<file path="src/rtl/branch_resolve_unit.sv">
// Branch resolution: in-order FIFO of fetch-time predictions checked against decode outcomes,
// producing mispredict redirect/flush and BHT training. Optional counters: BRU_PERF_CNT_EN.
module branch_resolve_unit #(
    parameter int INDEX_WIDTH = 10,
    parameter int DEPTH       = 4
) (
    input  logic                   clk,
    input  logic                   rst,
    input  logic                   en,
    input  logic                   push_valid,
    input  logic [31:0]            push_pc,
    input  logic                   push_taken,
    input  logic [31:0]            push_target,
    output logic                   full,
    input  logic                   res_valid,
    input  logic [31:0]            res_pc,
    input  logic                   res_taken,
    input  logic [31:0]            res_target,
    output logic                   miss,
    output logic                   redirect_valid,
    output logic [31:0]            redirect_pc,
    output logic                   flush,
    output logic                   update_en,
    output logic [INDEX_WIDTH-1:0] update_index,
    output logic                   update_taken
`ifdef BRU_PERF_CNT_EN
    ,
    output logic [31:0]            perf_branches,
    output logic [31:0]            perf_misses
`endif
);

    localparam int PW = $clog2(DEPTH);

    typedef enum logic {
        ST_RUN,
        ST_REDIRECT
    } state_t;

    state_t state_q;

    logic [PW:0]   wr_ptr_q;
    logic [PW:0]   rd_ptr_q;
    logic [PW:0]   wr_ptr_d;
    logic [PW:0]   rd_ptr_d;

    logic [31:0]   pc_mem     [DEPTH];
    logic          taken_mem  [DEPTH];
    logic [31:0]   target_mem [DEPTH];

    logic                   redirect_valid_q;
    logic [31:0]            redirect_pc_q;
    logic                   flush_q;
    logic                   update_en_q;
    logic [INDEX_WIDTH-1:0] update_index_q;
    logic                   update_taken_q;

    logic        empty;
    logic        run;
    logic        resolve;
    logic        pop;
    logic        push;
    logic        take_miss;
    logic [31:0] head_pc;
    logic        head_taken;
    logic [31:0] head_target;

    assign empty = (wr_ptr_q == rd_ptr_q);
    assign full  = (wr_ptr_q[PW] != rd_ptr_q[PW]) &&
                   (wr_ptr_q[PW-1:0] == rd_ptr_q[PW-1:0]);

    assign head_pc     = pc_mem[rd_ptr_q[PW-1:0]];
    assign head_taken  = taken_mem[rd_ptr_q[PW-1:0]];
    assign head_target = target_mem[rd_ptr_q[PW-1:0]];

    assign miss = res_valid & (empty | (head_pc != res_pc) | (head_taken != res_taken)
                               | (res_taken & (head_target != res_target)));

    assign run       = (state_q == ST_RUN);
    assign resolve   = en & res_valid & run;
    assign pop       = resolve & ~empty;
    // A pop in the same cycle frees the head slot, so a push into a full FIFO is accepted then.
    assign push      = en & push_valid & run & (~full | pop);
    assign take_miss = resolve & miss;

    assign wr_ptr_d = wr_ptr_q + {{PW{1'b0}}, push};
    assign rd_ptr_d = rd_ptr_q + {{PW{1'b0}}, pop};

    always_ff @(posedge clk) begin
        if (push) begin
            pc_mem[wr_ptr_q[PW-1:0]]     <= push_pc;
            taken_mem[wr_ptr_q[PW-1:0]]  <= push_taken;
            target_mem[wr_ptr_q[PW-1:0]] <= push_target;
        end
    end

    always_ff @(posedge clk) begin
        if (rst) begin
            state_q          <= ST_RUN;
            wr_ptr_q         <= '0;
            rd_ptr_q         <= '0;
            redirect_valid_q <= 1'b0;
            redirect_pc_q    <= '0;
            flush_q          <= 1'b0;
            update_en_q      <= 1'b0;
            update_index_q   <= '0;
            update_taken_q   <= 1'b0;
        end else begin
            redirect_valid_q <= 1'b0;
            flush_q          <= 1'b0;
            update_en_q      <= 1'b0;
            if (en) begin
                case (state_q)
                    ST_RUN: begin
                        wr_ptr_q <= wr_ptr_d;
                        rd_ptr_q <= rd_ptr_d;
                        if (resolve) begin
                            update_en_q    <= 1'b1;
                            update_index_q <= res_pc[INDEX_WIDTH+1:2];
                            update_taken_q <= res_taken;
                        end
                        // Everything younger than a mispredicted branch is wrong-path.
                        if (take_miss) begin
                            state_q          <= ST_REDIRECT;
                            wr_ptr_q         <= '0;
                            rd_ptr_q         <= '0;
                            redirect_valid_q <= 1'b1;
                            flush_q          <= 1'b1;
                            redirect_pc_q    <= res_taken ? res_target : res_pc + 32'd4;
                        end
                    end
                    ST_REDIRECT: begin
                        state_q <= ST_RUN;
                    end
                    default: begin
                        state_q <= ST_RUN;
                    end
                endcase
            end
        end
    end

    assign redirect_valid = redirect_valid_q;
    assign redirect_pc    = redirect_pc_q;
    assign flush          = flush_q;
    assign update_en      = update_en_q;
    assign update_index   = update_index_q;
    assign update_taken   = update_taken_q;

`ifdef BRU_PERF_CNT_EN
    logic [31:0] perf_branches_q;
    logic [31:0] perf_misses_q;

    always_ff @(posedge clk) begin
        if (rst) begin
            perf_branches_q <= '0;
            perf_misses_q   <= '0;
        end else begin
            if (resolve) begin
                perf_branches_q <= perf_branches_q + 32'd1;
            end
            if (take_miss) begin
                perf_misses_q <= perf_misses_q + 32'd1;
            end
        end
    end

    assign perf_branches = perf_branches_q;
    assign perf_misses   = perf_misses_q;
`endif

endmodule

</file>
<file path="config.mk">
export PLATFORM = sky130hd
export DESIGN_NAME = branch_resolve_unit
export DESIGN_NICKNAME = d
export VERILOG_FILES = /design/src/rtl/branch_resolve_unit.sv
export SDC_FILE = /design/constraint.sdc
export NUM_CORES = 1
export LEC_CHECK = 0
export BUFFER_PORTS_ARGS = -buffer_cell sky130_fd_sc_hd__clkbuf_2
export CAP_MARGIN = 40
export CORE_MARGIN = 2
export CORE_UTILIZATION = 45
export CTS_CLUSTER_SIZE = 20
export DETAILED_ROUTE_END_ITERATION = 8
export GPL_TIMING_DRIVEN = 0
export HOLD_SLACK_MARGIN = 0.1
export PLACE_DENSITY = 0.68
export SLEW_MARGIN = 15
export SYNTH_ARGS = -nofsm -noshare
export SYNTH_HDL_FRONTEND = slang
export SYNTH_SLANG_ARGS = --single-unit
</file>
<file path="constraint.sdc">
create_clock -name clk -period 19 [get_ports clk]
set_input_delay 0.95 -clock clk [delete_from_list [all_inputs] [get_ports clk]]
set_output_delay 0.95 -clock clk [all_outputs]
set_load 0.03 [all_outputs]
</file>
-- Word level (Yosys, flattened, before mapping)
Memories as Yosys holds them, arrays and structs flattened. A register that Yosys moved wholly into a read port is not among the register bits.
Index checks and enable logic that the tools add are counted.
- mux-type cells: 14
- equality and inequality tests: 6
- $add $sub $neg: 3
- reduce and logical (&&, ||, !) cells: 5
- bitwise operators: 17
- operators by type and width (cell ; count):
    $ne 32x32->1 ; 2
    $add 32x3->32 const B ; 1
    $mux 32 ; 1
    $mux 2 ; 6
    $and 1x1->1 ; 9
    $add 3x1->3 ; 2
    $mux 3 ; 2
    $reduce_and 3->1 ; 2
    $mux 1 ; 4
    $not 1->1 ; 4
    $or 1x1->1 ; 4
    $eq 3x3->1 ; 1
    $reduce_or 3->1 ; 1
    $eq 2x2->1 ; 1
    $ne 1x1->1 ; 2
    $pmux 1 s2 ; 1
    $reduce_and 2->1 ; 1
    $logic_and 1x1->1 ; 1
- output and inout port bits: 48
- logic and storage cells: 56
- memories kept: 3
- input bits: 135
- bits in registers: 52
- RAM bits: 260
- memories (memory ; words ; bits a word ; read ports ; clocked after Yosys merged registers in ; wr ports ; line ; source):
    pc_mem ; 4 ; 32 ; 1 ; 1 ; 1 ; 47 ; logic [31:0] pc_mem [DEPTH];
    target_mem ; 4 ; 32 ; 1 ; 1 ; 1 ; 49 ; logic [31:0] target_mem [DEPTH];
    taken_mem ; 4 ; 1 ; 1 ; 1 ; 1 ; 48 ; logic taken_mem [DEPTH];

-- Depth between registers and ports, before layout
Gate-level depths: netlist (run 1).
- word-level depth: 9
- gate-level depth with buffers: 13
- gate-level depth less buffers: 9

-- Least setup slack after synthesis (run 1)
Ideal clock, no wire load.
- path type: input-to-reg
- start point: input port en
- end point: memory pc_mem[0][0] (enable)
- setup time: 0.581 ns
- arrival: 6.385 ns
- stages on the path: 5
- setup slack: 12.034 ns
- cells stage by stage: nor2b_1 -> clkbuf_1 -> nand2_1 -> a21oi_1 -> nor3b_1
- cells in the longest elaborated chain, start to end: 7
- elaborated cells between the ends (all ways): 9
- ends and longest elaborated chain (what ; line ; source):
    from (decl) ; 9 ; input logic en,
    $and 1x1->1 (2 in a row) ; 80 ; assign resolve = en & res_valid & run;
    $and 1x1->1 ; 81 ; assign pop = resolve & ~empty;
    $or 1x1->1 ; 83 ; assign push = en & push_valid & run & (~full | pop);
    $and 1x1->1 (*) ; 83 ;
    $mux 1 (*) ; 90 ; if (push) begin
    $mux 1 (not written as such) (*) ; 91 ; pc_mem[wr_ptr_q[PW-1:0]] <= push_pc;
    to (decl) ; 47 ;
Mark *: on every way between the ends. The rest lies on a longest branch, timed or not.

==> impl_metrics.json, run 1 <==
{
  "outcome": "finished, final reports clean",
  "min_to": "update_taken$_SDFFE_PP0P_",
  "tritoncts": "done",
  "tightest_slew_ns": 0.776,
  "grt_usage_pct": 22.5,
  "dp_hpwl_um": 26300,
  "clkSinkCount": 314,
  "dpl_worst_slack_ns": 14.79,
  "placed_cell_area_sq_mm": 0.0152,
  "endpoint_kind": "primary output",
  "num_vias": 8605,
  "r2r_slack_ns": 15.23,
  "cts-root-buf": "clkbuf_16",
  "synth_cells": 894,
  "drt-wirelength-per-cell_um": 22.9,
  "nets": 1258,
  "crit_type": "flip-flop to primary output",
  "fin_crit_ns": 4.76,
  "ctsResizeCount": 0,
  "hold_viol": 0,
  "cts_buffers": 34,
  "grt_start_max_net_pins": 36,
  "setup_viol": 0,
  "port_buffers": 173,
  "max-slew-margin-rel_pct": 48.2,
  "synthesis.nets": 1034,
  "slowest_delay_ns": 0.59,
  "synthFlopType": "edfxtp_1",
  "p_leak_nw": 5.55,
  "cts_max_path_buffers": 3,
  "clk_pin_slew_worst_paths_ns": 0.06,
  "row_count": 63,
  "synth_edf_count": 260,
  "final_cells": 1540,
  "synth_area_per_cell_sq_um": 15.2,
  "worstSetupStartpointType": "flip-flop",
  "worstHoldStart": "update_taken$_SDFFE_PP0P_",
  "synthToLayoutAreaGrowth_pct": 19.8,
  "synth-seq-area-share_pct": 65.3,
  "viasPerCell": 5.59,
  "fin_crit_sh_pct": 25.0,
  "grt_pass1_vias": 8575,
  "drt_wl_total_um": 35300,
  "async_reset_ff_share_pct": 0,
  "slew_violations": 0,
  "cap_violations": 0,
  "r2r_end": "redirect_pc[26]$_SDFFE_PP0P_",
  "boundaryPins": 183,
  "power_density_mw_per_mm2": 91.9,
  "post-route-cell-area_sq_mm": 0.0163,
  "insertion_delay_ns": 0.51,
  "htreeDepth": 2,
  "route.antenna.remaining_nets": 0,
  "peakVddDrop_uv": 78.7,
  "detail_route.first_pass.iterations": 5,
  "arrival_ns": 3.81,
  "hold_depth": 2,
  "antenna_found_initial": 12,
  "die_y_um": 178,
  "syn_area_sq_mm": 0.0136,
  "synth_cell_types": 61,
  "n_fill_cell": 2418,
  "gp_congestion": 0.865,
  "yosys_warnings": 0,
  "grt_pass1_wl_um": 51800,
  "coreArea_sq_mm": 0.0297,
  "final.setup_skew_ns": 0.0193,
  "crit_path_cell_trace": "buf_2 -> clkbuf_1 -> mux4_2 -> xnor2_1 -> nand4_1 -> a2111oi_2 -> o2111a_2 -> o2111a_4 -> nor2_1 -> clkbuf_2",
  "die_w_um": 178,
  "crit_path_max_fanout": 10,
  "ys_ff_latch": 314,
  "finalSetupTns_ns": 0,
  "r2r_cells": 11,
  "rsz0062_at_grt": "no",
  "final_layout_size_suffix_gt1_share_pct": 29.3,
  "drc_errors": 0,
  "timing.fmax_ghz": 0.210,
  "cts_setup_buffers": 0,
  "worstHoldPathType": "flip-flop to flip-flop",
  "initial_core_util_pct": 45.8,
  "cts_hold_buf": 0,
  "finalWorstSetupSlack_ns": 14.24,
  "drt_iter0_drc": 928,
  "slowest_stage": "clkbuf_1",
  "grt_overflow": 0,
  "placed_cells": 1472,
  "cp.required_ns": 18.05,
  "die-area_sq_mm": 0.0317
}
[area by class of cell]
type                       count  area, sq um  area share [%]
antenna                        9         22.5           0.138
buffer                        48          283            1.73
clock buffer                  53         1020            6.24
clock inverter                 6         33.8           0.207
inverter                      38          143           0.875
multi-input combinational    494         4330            26.5
sequential                   314         8890            54.5
tap                          390          488            2.99
timing repair buffer         188         1100            6.77
[cells in the mapped netlist (all sizes together), types with 3 or more instances]
cell type / n / area, sq um
a2111oi: 3 / 32.5
a211oi: 6 / 65.1
a21oi: 52 / 260
a22oi: 6 / 45.0
and3: 4 / 25.0
and4: 4 / 35.0
buf: 25 / 196
clkbuf: 23 / 86.3
dfxtp: 54 / 1080
edfxtp: 260 / 7810
ha: 5 / 62.6
inv: 38 / 143
mux2: 4 / 45.0
mux2i: 58 / 581
mux4: 42 / 953
nand2: 57 / 216
nand2b: 4 / 25.0
nand3: 18 / 90.1
nand4: 13 / 81.3
nor2: 39 / 154
nor2b: 4 / 25.0
nor3: 6 / 30.0
nor4: 5 / 31.3
o2111ai: 3 / 32.5
o211ai: 8 / 60.1
o21ai: 11 / 55.1
o22ai: 4 / 25.0
o32ai: 25 / 377
or3: 3 / 18.8
xnor2: 64 / 561
xor2: 23 / 201
[metal layers]
metal  vias to the layer above  share of wire, %  GRT usage (%)
met5                         -             0.094              0
met4                         6               2.9           7.62
met3                        72                10           6.60
met2                       382                47           36.5
met1                      4238                39           29.1
li1                       3907                 -              -
[cells by family after synthesis]
logic type      Yosys count  share of synthesized area [%]
flops                   314                           65.3
simple gates            164                           5.78
mux                     104                           11.6
buf+inv                  86                           3.12
fa+ha+maj                 5                          0.459
xor+xnor                 87                           5.60
compound gates          134                           8.16
[power breakdown]
group          switching (mW)  internal [mW]  leakage (nW)
Combinational          0.0711         0.0417          2.24
Clock                   0.253          0.369         0.513
Sequential            0.00561          0.758          2.80
Total                   0.329           1.17          5.55
[critical path, delay by kind of cell, from the launching register on]
family	cells	cell delay, ns
and+or+nand+nor	2	0.31
AOI/OAI and AO/OA	3	1.10
xor gates and xnor gates	1	0.17
DFF	1	0.31
muxes	1	0.46
buffers and inverters	3	0.96
[worst max path at each step]
| stage | from | end | slack, ns | cells after the start |
|---|---|---|---|---|
| 2_1_floorplan | en | pc_mem[0][0]$_DFFE_PP_ | 12.03 | 5 |
| 3_3_place_gp | en | pc_mem[0][30]$_DFFE_PP_ | 7.90 | 6 |
| 3_5_place_dp | flip-flop | miss | 14.79 | 10 |
| 4_1_cts | flip-flop | miss | 14.24 | 10 |
| 5_1_grt | flip-flop | miss | 14.07 | 10 |
| 6_report | flip-flop | miss | 14.24 | 10 |
[cell usage in the layout (no fill, tap or decap), types with 10 or more instances in the layout]
cell type  instances
inv_1             38
o32ai_2           21
buf_6             10
nor2_1            36
clkbuf_16         38
clkbuf_2         173
o21ai_0           11
nand2_1           56
dfxtp_1           54
nand3_1           18
a21oi_1           52
xor2_1            23
nand4_1           13
mux4_2            40
mux2i_1           58
edfxtp_1         260
xnor2_1           64
buf_4             10
clkbuf_1          37
[state kept, by name, summed over array words and instances, names as in the netlist, named ones only]
register	flops
pc_mem	128
target_mem	128
redirect_pc	32
update_index	10
taken_mem	4
rd_ptr_q	3
wr_ptr_q	3
flush	1
state_q	1
update_en	1
update_taken	1
[metrics by stage]
| stage | utilization (%) | hold slack [ns] | total power [mW] |
|---|---|---|---|
| 6_report | 54.9 | 0.454 | 1.50 |
| 5_1_grt | 54.8 | 0.488 | 1.54 |
| 4_1_cts | 54.8 | 0.457 | 1.51 |
| 3_5_place_dp | 51.3 | 0.449 | 0.890 |
| 3_3_place_gp | 50.4 | 0.441 | 0.888 |
| 2_1_floorplan | - | 0.431 | 0.839 |
Power figures use the tool's default switching activity.
==> run 2: changes to the inputs <==
==> constraint.sdc (replaced) <==
create_clock -name clk -period 4.8 [get_ports clk]
set_input_delay 0.24 -clock clk [delete_from_list [all_inputs] [get_ports clk]]
set_output_delay 0.24 -clock clk [all_outputs]
set_load 0.03 [all_outputs]
==> impl_metrics.json, run 2 (synthesized netlist as in run 1, its figures left out) <==
{
  "p_leak_nw": 5.99,
  "cts-root-buf": "clkbuf_16",
  "placed_cell_area_sq_mm": 0.0152,
  "detail_route.first_pass.iterations": 6,
  "arrival_ns": 3.83,
  "slew_violations": 0,
  "worstHoldPathType": "input pin to flip-flop",
  "fin_crit_sh_pct": 84.8,
  "htreeDepth": 2,
  "finalPower_mw": 6.29,
  "antenna_found_initial": 5,
  "crit_path_max_fanout": 10,
  "die_y_um": 178,
  "die-area_sq_mm": 0.0317,
  "cap_violations": 0,
  "row_count": 63,
  "final_layout_size_suffix_gt1_share_pct": 27.6,
  "endpoint_kind": "primary output",
  "cts_setup_buffers": 0,
  "timing.fmax_ghz": 0.246,
  "finalSetupTns_ns": 0,
  "initial_core_util_pct": 45.8,
  "insertion_delay_ns": 0.52,
  "num_vias": 8964,
  "coreArea_sq_mm": 0.0297,
  "n_fill_cell": 2370,
  "grt_start_max_net_pins": 40,
  "grt_pass1_wl_um": 53000,
  "rsz0062_at_grt": "no",
  "nets": 1351,
  "clk_pin_slew_worst_paths_ns": 0.06,
  "cp.required_ns": 4.56,
  "viasPerCell": 5.49,
  "mostFrequentLayoutCell": "edfxtp_1",
  "tightest_slew_ns": 0.787,
  "worst-path-buf-inv": 3,
  "crit_path_cell_trace": "buf_2 -> clkbuf_1 -> mux4_2 -> xnor2_1 -> nand4_1 -> a2111oi_2 -> o2111a_2 -> o2111a_4 -> nor2_1 -> clkbuf_2",
  "grt_usage_pct": 23.0,
  "grt_pass1_vias": 8823,
  "grt_overflow": 0,
  "gp_congestion": 0.875,
  "die_w_um": 178,
  "worstSetupStartpointType": "flip-flop",
  "max-slew-margin-rel_pct": 47.5,
  "drt_iter0_drc": 911,
  "synthToLayoutAreaGrowth_pct": 27.7,
  "fin_crit_ns": 4.07,
  "slowest_stage": "clkbuf_1",
  "drc_errors": 0,
  "dpl_worst_slack_ns": 1.03,
  "hold_viol": 0,
  "drt_wl_total_um": 36300,
  "whs_ns": 0.114,
  "peakVddDrop_uv": 295,
  "drt-wirelength-per-cell_um": 22.2,
  "tritoncts": "done",
  "regArea_sq_mm": 0.00889,
  "post-route-util_pct": 58.5,
  "cts_max_path_buffers": 3,
  "cts_buffers": 35,
  "layout_common_cells": "edfxtp_1, clkbuf_2, dlygate4sd3_1, xnor2_1, mux2i_1",
  "clkSinkCount": 314,
  "final.setup_skew_ns": 0.0135,
  "placed_cells": 1469,
  "boundaryPins": 183,
  "critPathTopFamily": "compound AO/OA/AOI/OAI gates",
  "setup_viol": 0,
  "multi_input_area_sq_mm": 0.00433,
  "power_density_mw_per_mm2": 362,
  "post-route-cell-area_sq_mm": 0.0174,
  "final_cells": 1633,
  "crit_type": "flip-flop to primary output",
  "port_buffers": 173,
  "dp_hpwl_um": 26300,
  "slowest_delay_ns": 0.59,
  "outcome": "finished, final reports clean",
  "route.antenna.remaining_nets": 0,
  "finalWorstSetupSlack_ns": 0.728
}
==> run 2: cell count changes in the layout (fill, tap and decap cells not counted), moves of 3 or more <==
cell,before,now
buf_4,10,4
clkinvlp_4,0,4
inv_6,0,3
buf_8,0,6
bufinv_16,0,5
diode_2,9,5
clkbuf_1,37,31
dlygate4sd3_1,0,94
==> run 2: what timing repair did <==
action | 4_1_cts | 5_1_grt
gates resized for setup | 0 | 0
hold buffers | 94 | 0
endpoints found under the hold margin | 289 | 0
==> run 2: path summary, 6_finish.rpt <==
path | from | cells after the start | to | slack (ns)
min reg2reg | update_index[5]$_SDFFE_PP0P_ | 2 | update_index[5]$_SDFFE_PP0P_ | 0.46
max | flip-flop | 10 | miss | 0.73
min | res_target[10] | 3 | redirect_pc[10]$_SDFFE_PP0P_ | 0.11
max reg2reg | flip-flop | 11 | redirect_pc[23]$_SDFFE_PP0P_ | 1.01
==> run 2: metal layers <==
metal | up-vias | wire [um] | track usage [%]
met1 | 4403 | 14700 | 30.7
met4 | 2 | 958 | 7.38
li1 | 4097 | - | -
met3 | 74 | 2970 | 5.10
met5 | - | 17 | 0
met2 | 388 | 17600 | 37.5
==> run 2: final cells by class <==
cell class / count / share of cell area, %
diodes: 5 / 0.0720
plain buffers: 48 / 1.63
clock buffers: 46 / 5.46
clock inverters: 18 / 1.34
inverters: 38 / 0.821
multi-input cells: 494 / 24.9
flip-flops and latches: 314 / 51.1
well taps: 390 / 2.81
repair buffers: 280 / 11.8
==> run 2: worst min-delay path: stages <==
cell	delay (ns)
clkbuf_2	0.15
a21oi_1	0.10
o32ai_2	0.10
==> run 2: power by group <==
part	switching [mW]	total (mW)	internal, mW
registers	0.0226	3.02	3.00
logic	0.297	0.515	0.218
clock network	1.08	2.75	1.68
total	1.40	6.29	4.89
==> run 3: changes to the inputs <==
--- a/config.mk
+++ b/config.mk
@@ -13,7 +13,7 @@
 export DETAILED_ROUTE_END_ITERATION = 8
 export GPL_TIMING_DRIVEN = 0
 export HOLD_SLACK_MARGIN = 0.1
-export PLACE_DENSITY = 0.68
+export PLACE_DENSITY = 0.7
 export SLEW_MARGIN = 15
 export SYNTH_ARGS = -nofsm -noshare
 export SYNTH_HDL_FRONTEND = slang
==> constraint.sdc (replaced) <==
create_clock -name clk -period 3.67 [get_ports clk]
set_input_delay 0.1835 -clock clk [delete_from_list [all_inputs] [get_ports clk]]
set_output_delay 0.1835 -clock clk [all_outputs]
set_load 0.03 [all_outputs]
==> impl_metrics.json, run 3 (synthesized netlist as in run 1, its figures left out) <==
{
  "drt_wl_total_um": 37000,
  "p_leak_nw": 6.15,
  "clk_pin_slew_worst_paths_ns": 0.06,
  "max-slew-margin-rel_pct": 46.2,
  "peakVddDrop_uv": 362,
  "boundaryPins": 183,
  "drt-wirelength-per-cell_um": 22.4,
  "cap_violations": 0,
  "gp_congestion": 0.888,
  "whs_ns": 0.141,
  "layout_common_cells": "edfxtp_1, clkbuf_2, dlygate4sd3_1, xnor2_1, mux2i_1",
  "switching_power_mw": 1.77,
  "drt_iter0_drc": 917,
  "fin_crit_ns": 3.61,
  "final_layout_size_suffix_gt1_share_pct": 29.6,
  "row_count": 63,
  "coreArea_sq_mm": 0.0297,
  "power_frac_comb_pct": 8.8,
  "timing.fmax_ghz": 0.277,
  "viasPerCell": 5.54,
  "grt_start_max_net_pins": 45,
  "route.antenna.remaining_nets": 0,
  "die_y_um": 178,
  "fin_crit_sh_pct": 98.3,
  "arrival_ns": 3.43,
  "worstSetupStartpointType": "flip-flop",
  "htreeDepth": 2,
  "tritoncts": "done",
  "final.setup_skew_ns": 0.0194,
  "internal-power_mw": 6.09,
  "cts_buffers": 34,
  "grt_usage_pct": 23.2,
  "detail_route.first_pass.iterations": 5,
  "crit_type": "flip-flop to primary output",
  "final_cells": 1656,
  "finalSetupTns_ns": 0,
  "clkSinkCount": 314,
  "nets": 1378,
  "rsz0062_at_grt": "no",
  "cts_max_path_buffers": 3,
  "dp_hpwl_um": 26400,
  "clkPwrFrac_pct": 40.8,
  "antenna_found_initial": 4,
  "grt_overflow": 0,
  "grt_pass1_vias": 8900,
  "initial_core_util_pct": 45.8,
  "grt_pass1_wl_um": 53600,
  "port_buffers": 173,
  "endpoint_kind": "primary output",
  "crit_path_max_fanout": 6,
  "synthToLayoutAreaGrowth_pct": 29.5,
  "tightest_slew_ns": 0.806,
  "finalPower_mw": 7.86,
  "mostFrequentLayoutCell": "edfxtp_1",
  "insertion_delay_ns": 0.52,
  "hold_viol": 0,
  "drc_errors": 0,
  "outcome": "finished, final reports clean",
  "pwr-share-seq_pct": 50.3,
  "swShare_pct": 22.5,
  "setup_viol": 0,
  "power_density_mw_per_mm2": 446,
  "cp.required_ns": 3.49,
  "die_w_um": 178,
  "slew_violations": 0,
  "worstHoldPathType": "input pin to flip-flop",
  "num_vias": 9169,
  "placed_cells": 1467,
  "die-area_sq_mm": 0.0317,
  "cts-root-buf": "clkbuf_16"
}
## run 3: changes by cell type in the layout (fill, tap and decap cells not counted), sizes merged
cell | previous run | this run
inv | 41 | 40
clkbuf | 242 | 244
dlygate4sd3 | 94 | 100
clkinvlp | 4 | 0
clkinv | 6 | 9
buf | 38 | 60
diode | 5 | 4
bufinv | 5 | 1
## run 3: routing by layer
metal | part of all wire (%) | wire, um | up-vias | global-route usage (%)
met5 | 0 | 0 | - | 0
met4 | 3.7 | 1360 | 0 | 9.02
met3 | 7.3 | 2720 | 85 | 3.94
li1 | - | - | 4151 | -
met2 | 48 | 17800 | 401 | 38.1
met1 | 41 | 15100 | 4532 | 30.8
## run 3: what timing repair did
| item | CTS | global route |
|---|---|---|
| endpoints found under the hold margin | 295 | 0 |
| endpoints found under the setup margin | 21 | 1 |
| hold buffers | 100 | 0 |
| pin swaps | 3 | 13 |
| resized for setup | 15 | 36 |
| setup buffers | 0 | 25 |
## run 3: stage by stage
| stage | setup WS [ns] | utilization, % | area, sq um |
|---|---|---|---|
| 4_1_cts | 0.00105 | 58.2 | 17300 |
| 5_1_grt | 0.00724 | 59.3 | 17600 |
| 2_1_floorplan | -0.650 | - | 13600 |
| 3_5_place_dp | -0.106 | 51.1 | 15200 |
| 6_report | 0.0609 | 59.3 | 17600 |
| 3_3_place_gp | -3.06 | 50.4 | 15000 |
## run 3: area by class of cell
cell class | instances | area [sq um]
timing repair buffer | 308 | 2270
buffer | 48 | 349
inverter | 38 | 143
clock buffer | 48 | 943
clock inverter | 12 | 100
tap | 390 | 488
sequential | 314 | 8890
multi-input combinational | 494 | 4440
fill | 2300 | 12100
antenna | 4 | 10.0
## run 3: power groups by stage
stage               clock [mW]  combinational (mW)  sequential, mW
CTS                       3.24               0.677            3.96
detailed placement           0               0.583            4.03
finish                    3.21               0.696            3.96
floorplan                    0               0.267            4.08
global route              3.39               0.738            3.96
global placement             0               0.558            4.03
## run 3: worst max-delay path, cell delays in order (launching register included)
cell and delay (ns):
dfxtp_2 0.33, buf_8 0.10, buf_12 0.12, buf_12 0.12
mux4_2 0.53, xnor2_1 0.17, nand4_1 0.29, a2111oi_4 0.44
o2111a_2 0.31, o2111a_4 0.28, nor2_2 0.06, buf_6 0.14
## run 3: worst paths after layout
| path | startpoint | end | slack [ns] | depth (start not counted) |
|---|---|---|---|---|
| setup / recovery | flip-flop | miss | 0.06 | 11 |
| hold / removal | rst | update_en$_SDFF_PP0_ | 0.14 | 2 |
| setup reg to reg | flip-flop | redirect_pc[25]$_SDFFE_PP0P_ | 0.16 | 12 |
| hold reg to reg | update_index[2]$_SDFFE_PP0P_ | update_index[2]$_SDFFE_PP0P_ | 0.46 | 2 |
